File: config.mk
export PLATFORM = sky130hd
export DESIGN_NAME = fabric_stream_rx
export DESIGN_NICKNAME = d
export VERILOG_FILES = /design/src/rtl/fabric_stream_rx.sv
export SDC_FILE = /design/constraint.sdc
export NUM_CORES = 1
export LEC_CHECK = 0
export ABC_CLOCK_PERIOD_IN_PS = 2110
export CAP_MARGIN = 25
export CORE_ASPECT_RATIO = 1.25
export CORE_MARGIN = 2
export CORE_UTILIZATION = 44
export DETAILED_ROUTE_END_ITERATION = 8
export HOLD_SLACK_MARGIN = 0.03
export PLACE_DENSITY = 0.76
export SLEW_MARGIN = 20
export SYNTH_ARGS = -nofsm -noshare
export SYNTH_HDL_FRONTEND = slang
export SYNTH_SLANG_ARGS = --single-unit
File: constraint.sdc
create_clock -name clk -period 2.11 [get_ports clk]
set_input_delay 0.3165 -clock clk [delete_from_list [all_inputs] [get_ports clk]]
set_output_delay 0.3165 -clock clk [all_outputs]
set_load 0.02 [all_outputs]
File: src/rtl/fabric_stream_rx.sv
// fabric_stream_rx: 2-entry skid buffer receiving a valid/ready fabric stream,
// with an optional sticky protocol checker on the upstream side.
// Build option: define FABRIC_STREAM_RX_CHECK_EN to compile in the checker;
// without it err_valid/err_code are tied low and err_clear is ignored.
module fabric_stream_rx #(
   parameter int unsigned WIDTH = 32,
   parameter int unsigned ERR_WIDTH = 16,
   parameter logic [ERR_WIDTH-1:0] ERR_VALID_DROP = ERR_WIDTH'(16'h0101),
   parameter logic [ERR_WIDTH-1:0] ERR_DATA_CHANGE = ERR_WIDTH'(16'h0102)
) (
   input  logic                 clk,
   input  logic                 rst,
   input  logic                 in_valid,
   output logic                 in_ready,
   input  logic [WIDTH-1:0]     in_data,
   output logic                 out_valid,
   input  logic                 out_ready,
   output logic [WIDTH-1:0]     out_data,
   output logic                 err_valid,
   output logic [ERR_WIDTH-1:0] err_code,
   input  logic                 err_clear
);

   typedef enum logic [1:0] {
      S_EMPTY = 2'd0,
      S_ONE   = 2'd1,
      S_TWO   = 2'd2
   } state_t;

   state_t           state;
   state_t           state_d;
   logic [WIDTH-1:0] skid;
   logic [WIDTH-1:0] main_d;
   logic [WIDTH-1:0] skid_d;
   logic             in_ready_d;
   logic             out_valid_d;
   logic             accept;
   logic             pop;

   // Occupancy next-state, register loads and next handshake flags
   always_comb begin
      state_d = state;
      main_d  = out_data;
      skid_d  = skid;
      accept  = in_valid & in_ready;
      pop     = out_valid & out_ready;
      case (state)
         S_EMPTY: begin
            if (accept) begin
               state_d = S_ONE;
               main_d  = in_data;
            end
         end
         S_ONE: begin
            if (accept && pop) begin
               main_d = in_data;
            end else if (accept) begin
               state_d = S_TWO;
               skid_d  = in_data;
            end else if (pop) begin
               state_d = S_EMPTY;
            end
         end
         S_TWO: begin
            if (pop) begin
               state_d = S_ONE;
               main_d  = skid;
            end
         end
         default: state_d = S_EMPTY;
      endcase
      in_ready_d  = (state_d != S_TWO);
      out_valid_d = (state_d != S_EMPTY);
   end

   // State, payload registers and registered handshake outputs
   always_ff @(posedge clk or posedge rst) begin
      if (rst) begin
         state     <= S_EMPTY;
         out_data  <= '0;
         skid      <= '0;
         in_ready  <= 1'b0;
         out_valid <= 1'b0;
      end else begin
         state     <= state_d;
         out_data  <= main_d;
         skid      <= skid_d;
         in_ready  <= in_ready_d;
         out_valid <= out_valid_d;
      end
   end

`ifdef FABRIC_STREAM_RX_CHECK_EN
   logic                 live;
   logic                 stall;
   logic [WIDTH-1:0]     prev_data;
   logic                 violation;
   logic [ERR_WIDTH-1:0] viol_code;
   logic                 err_valid_d;
   logic [ERR_WIDTH-1:0] err_code_d;

   // Violation detection and sticky capture; a new violation beats a clear
   always_comb begin
      err_valid_d = err_valid;
      err_code_d  = err_code;
      violation   = stall & (~in_valid | (in_data != prev_data));
      viol_code   = in_valid ? ERR_DATA_CHANGE : ERR_VALID_DROP;
      if (violation && (!err_valid || err_clear)) begin
         err_valid_d = 1'b1;
         err_code_d  = viol_code;
      end else if (err_clear) begin
         err_valid_d = 1'b0;
         err_code_d  = '0;
      end
   end

   // Stall history (ignoring the first post-reset cycle) and error registers
   always_ff @(posedge clk or posedge rst) begin
      if (rst) begin
         live      <= 1'b0;
         stall     <= 1'b0;
         prev_data <= '0;
         err_valid <= 1'b0;
         err_code  <= '0;
      end else begin
         live      <= 1'b1;
         stall     <= live & in_valid & ~in_ready;
         prev_data <= in_data;
         err_valid <= err_valid_d;
         err_code  <= err_code_d;
      end
   end
`else
   logic unused_err_clear;

   assign err_valid        = 1'b0;
   assign err_code         = '0;
   assign unused_err_clear = err_clear;
`endif

endmodule
==> results of run 1 <==
==> cells by family (layout without fill, tap and decap cells) <==
family / count (synthesis) / in the layout
mux: 96 / 96
buf+inv: 28 / 97
flops: 68 / 68
simple gates: 7 / 7
other cells: 1 / 17
compound gates: 9 / 9
==> area by class of cell <==
| class | count | area [µm²] |
|---|---|---|
| clock inverter | 6 | 63.8 |
| clock buffer | 10 | 138 |
| multi-input combinational | 129 | 1480 |
| timing repair buffer | 80 | 798 |
| sequential | 68 | 1700 |
| inverter | 1 | 3.75 |
| fill | 639 | 3140 |
| tap | 92 | 115 |
==> worst paths after layout <==
kind                       cells after the start      start      endpoint
max in group asynchronous                      3        rst   out_data[2]
min in group clk                               1   skid[20]      skid[20]
min                                            3        rst  out_data[27]
min reg2reg                                    1   skid[20]      skid[20]
max reg2reg                                    4   state[0]  out_data[22]
max                                            1  out_valid     out_valid
==> synthesized netlist by cell type <==
cell	count	share of area, %
dfrtp_1	68	50
mux2_4	57	25
mux2_2	39	13
buf_4	20	4.4
buf_12	5	2.9
nand2_1	4	0.44
a21oi_1	2	0.29
a21boi_0	1	0.22
a21boi_2	1	0.33
a22o_1	1	0.26
a31oi_1	1	0.18
and3b_1	1	0.26
and4_1	1	0.26
buf_6	1	0.33
buf_8	1	0.44
conb_1	1	0.11
inv_1	1	0.11
nand2b_2	1	0.26
o21ai_0	1	0.15
o22ai_1	1	0.18
o32ai_4	1	0.81
==> metal layers <==
layer / GRT usage (%) / share of wire [%]
met5: 0 / 0
met4: 8.70 / 2.4
met2: 26.1 / 52
met1: 19.6 / 42
met3: 2.83 / 4.2
==> power breakdown <==
group / internal (W) / leakage, nW / switching (W)
combinational: 0.00184 / 1.08 / 0.00120
clock: 0.000575 / 0.0983 / 0.000499
sequential: 0.00197 / 0.802 / 0.000387
total: 0.00439 / 1.98 / 0.00209
==> state kept, by name, indices dropped and copies added (netlist names) <==
name and flops:
state 2, in_ready 1, out_data 32, out_valid 1, skid 32
==> per-stage QoR <==
stage	setup WS (ns)	utilization, %	power [W]	cells	instance area, µm²
6_report	0.330	57.8	0.00647	386	4300
3_3_place_gp	0.114	55.1	0.00533	370	4100
5_1_grt	0.281	57.8	0.00686	386	4300
2_1_floorplan	0.0820	-	0.00450	225	3460
3_5_place_dp	0.0844	55.1	0.00546	370	4100
4_1_cts	0.322	57.8	0.00657	386	4300
==> flow_summary.json, run 1 <==
{
  "grt.total_usage_pct": 15.9,
  "crit_type": "flop to primary output",
  "hold_path.class": "input pin to asynchronous set/reset pin",
  "cts_inserted_buffers": 9,
  "timing.fmax_mhz": 562,
  "synth_seq_cells": 68,
  "cp.required_ns": 1.79,
  "finalHoldViolCount": 0,
  "synth_fa_ha_area_share_pct": 0,
  "die_h_um": 102,
  "final.setup.tns_ns": 0,
  "initial_core_util_pct": 45.7,
  "drt-wirelength-per-cell_um": 15.8,
  "fin_skew_ns": 0.0106,
  "ctsResizeCount": 0,
  "syn_area_per_cell_um2": 16.3,
  "synth_top_family_by_area": "multiplexers",
  "wirelength_um": 6100,
  "synth_cells": 209,
  "final_common_cell": "clkdlybuf4s50_1",
  "rsz0062_at_grt": "false",
  "cts_tree": "done",
  "route.detailed.drc": 0,
  "cp.arrival_ns": 1.46,
  "io_pins": 88,
  "cts.reportedPaths.clkPinSlew_ns": 0.08,
  "synth-compound-area-share_pct": 2.43,
  "drt-initial-drc-count": 42,
  "via_count": 1862,
  "n_antenna_cell": 0,
  "syn_area_um2": 3400,
  "grt_max_degree": 69,
  "crit_family": "buffers and inverters",
  "die_w_um": 82.7,
  "final_max_slew_viol_count": 0,
  "r2r_slack_ns": 0.43,
  "powerDensity_nw_per_um2": 1500,
  "ant_nets": 0,
  "clock-sinks": 68,
  "grt_pass1_vias": 1980,
  "status": "finished clean",
  "final_cell_mix": "69 x clkdlybuf4s50_1, 68 x dfrtp_1, 57 x mux2_4, 39 x mux2_2, 17 x conb_1",
  "synthSimpleGateAreaFrac_pct": 1.21,
  "path_cells": "clkdlybuf4s50_1",
  "grt_overflow": 0,
  "critPathSlowestCell": "clkdlybuf4s50_1",
  "maxCapViolCount": 0,
  "max_stage_delay_ns": 0.67,
  "antenna_found_initial": 0,
  "die_area_um2": 8460,
  "clock-root-buffer": "clkbuf_8",
  "cp-start-kind": "flop",
  "max-vdd-ir-drop_uv": 772,
  "cts_setup_buffers": 0,
  "synth_cell_type_count": 21,
  "synth.mux.area_fraction_pct": 38.0,
  "gp_congestion": 0.730,
  "core-area_um2": 7440,
  "setup_violations": 0,
  "hold_buffers": 0,
  "layout_min_cycle_time_ns": 1.78,
  "htreeDepth": 3,
  "io_buffers": 69,
  "synthXorXnorAreaFrac_pct": 0,
  "whs_ns": 0.355,
  "seq_area_frac_synth_pct": 50.0,
  "path_max_fanout": 6,
  "grt_pass1_wl_um": 9820,
  "cts_buffer_depth": 2,
  "via_per_inst": 4.82,
  "worstSetupEndpointType": "primary output",
  "dr.pass1.iters": 4,
  "fin_nets": 326,
  "num_rows": 35,
  "syn_to_final_growth_pct": 26.4,
  "yosys_warnings": 0,
  "drive_gt1_share_pct": 43.2,
  "hpwl_um": 4230,
  "path_buf_inv": 1,
  "period_share_pct": 84.4,
  "total_leakage_power_nw": 1.98,
  "clk_latency_ns": 0.34
}
(Power assumes the default switching activity.)
==> inputs of run 2 (changes only) <==
ABC_CLOCK_PERIOD_IN_PS = 1430   (was 2110)
clock period = 1.43 ns   (was 2.11 ns; I/O delays follow)
==> flow_summary.json, run 2 (synthesized netlist as in run 1, its figures left out) <==
{
  "status": "complete, but fails checks",
  "violations": "setup timing",
  "cts_inserted_buffers": 9,
  "hold_path.class": "input pin to asynchronous set/reset pin",
  "num_rows": 35,
  "cts_buffer_depth": 2,
  "cp.arrival_ns": 1.84,
  "setup_violations": 64,
  "placedInstanceArea_um2": 4210,
  "path_max_fanout": 9,
  "grt_pass1_wl_um": 9730,
  "clock-root-buffer": "clkbuf_8",
  "drt-initial-drc-count": 49,
  "final_cells": 399,
  "worstSetupEndpointType": "flop",
  "finalInstanceArea_um2": 4560,
  "io_buffers": 69,
  "drive_gt1_share_pct": 47.9,
  "grt_pass1_vias": 1989,
  "grt_max_degree": 69,
  "pwr-share-comb_pct": 48.5,
  "largestRegisters": "out_data: 32 flops, skid: 32 flops, state: 2 flops",
  "layout_min_cycle_time_ns": 1.62,
  "dr.pass1.iters": 4,
  "hpwl_um": 4090,
  "final_max_slew_viol_count": 0,
  "finalHoldViolCount": 0,
  "cts.reportedPaths.clkPinSlew_ns": 0.08,
  "fin_nets": 339,
  "via_count": 1954,
  "clock-sinks": 68,
  "timing.fmax_mhz": 619,
  "gp_congestion": 0.816,
  "worst_slack_ns": -0.186,
  "via_per_inst": 4.90,
  "cp.required_ns": 1.65,
  "final.setup.tns_ns": -9.39,
  "switching_share_pct": 32.4,
  "antenna_found_initial": 0,
  "power_frac_seq_pct": 35.3,
  "ant_nets": 0,
  "powerDensity_nw_per_um2": 2160,
  "drt-wirelength-per-cell_um": 15.9,
  "cts_tree": "done",
  "io_pins": 88,
  "cp-start-kind": "flop",
  "fin_util_pct": 61.3,
  "switchingPower_w": 0.00319,
  "crit_type": "flop to flop",
  "dp_cells": 374,
  "p_clk_share_pct": 16.2,
  "max-vdd-ir-drop_uv": 1120,
  "n_antenna_cell": 0,
  "final_common_cell": "dfrtp_1",
  "hold_buffers": 0,
  "final_cell_mix": "65 x dfrtp_1, 59 x mux2_4, 37 x mux2_2, 35 x clkdlybuf4s50_1, 32 x dlygate4sd2_1",
  "clk_latency_ns": 0.33,
  "die_h_um": 102,
  "maxCapViolCount": 0,
  "total_leakage_power_nw": 2.18,
  "core-area_um2": 7440,
  "rsz0062_at_grt": "true",
  "syn_to_final_growth_pct": 34.1,
  "intPower_w": 0.00667,
  "initial_core_util_pct": 45.7,
  "route.detailed.drc": 0,
  "finalPower_w": 0.00986,
  "die_w_um": 82.7,
  "grt_overflow": 0,
  "wirelength_um": 6360,
  "die_area_um2": 8460,
  "fin_skew_ns": 0.0106,
  "htreeDepth": 3,
  "period_share_pct": 113,
  "grt.total_usage_pct": 15.6
}
## run 2: changes by cell type in the layout (fill, tap and decap cells not counted), moves of 3 or more
| cell | previous run | this run |
|---|---|---|
| dlygate4sd2_1 | 0 | 32 |
| dfrtp_2 | 0 | 3 |
| buf_12 | 2 | 7 |
| buf_16 | 0 | 3 |
| dfrtp_1 | 68 | 65 |
| clkdlybuf4s50_1 | 69 | 35 |
## run 2: final timing paths
path	startpoint	to	slack, ns	cells after the start
worst max register to register	state[0]	out_data[10]	-0.19	5
worst min register to register	out_data[29]	out_data[29]	0.51	1
worst max-delay path	state[0]	out_data[10]	-0.19	5
worst min-delay path	rst	out_data[24]	0.32	3
min in group clk	out_data[29]	out_data[29]	0.51	1
max in group asynchronous	rst	state[1]	0.81	3
## run 2: power by group through the flow
stage / registers [W] / clock network (W) / logic (W)
2_1_floorplan: 0.00400 / 0 / 0.00267
3_3_place_gp: 0.00348 / 0 / 0.00459
3_5_place_dp: 0.00351 / 0 / 0.00470
4_1_cts: 0.00348 / 0.00164 / 0.00462
5_1_grt: 0.00360 / 0.00171 / 0.00509
6_report: 0.00348 / 0.00160 / 0.00478
## run 2: per-layer routing
metal,vias up,GRT usage [%],share of wire (%)
met4,0,7.44,2.2
met2,56,25.7,52
li1,893,-,-
met3,12,3.62,4.8
met5,-,0,0
met1,993,19.0,41
## run 2: stage by stage
stage          hold WS (ns)  setup slack [ns]
6_report              0.320            -0.186
3_5_place_dp          0.490            -0.498
5_1_grt               0.384            -0.244
3_3_place_gp          0.484            -0.442
4_1_cts               0.340            -0.158
2_1_floorplan         0.354            -0.147
## run 2: timing repair
action / 4_1_cts / 5_1_grt
pin swaps: 1 / 0
endpoints found under the setup margin: 98 / 66
gates resized for setup: 46 / 8
cloned: 3 / 2
hold endpoints to repair: 0 / 0
buffers inserted: 3 / 2
## run 2: final cells by class
type | instances | area, µm²
clock buffer | 12 | 155
clock inverter | 4 | 47.5
fill | 600 | 2880
inverter | 1 | 7.51
multi-input combinational | 129 | 1520
sequential | 68 | 1710
tap | 92 | 115
timing repair buffer | 93 | 1010
## run 2: worst max-delay path, stage by stage (launching register included)
cell and delay [ns]:
dfrtp_1 0.43, a21boi_4 0.17, o32ai_4 0.26, buf_4 0.19
buf_16 0.14, mux2_4 0.30
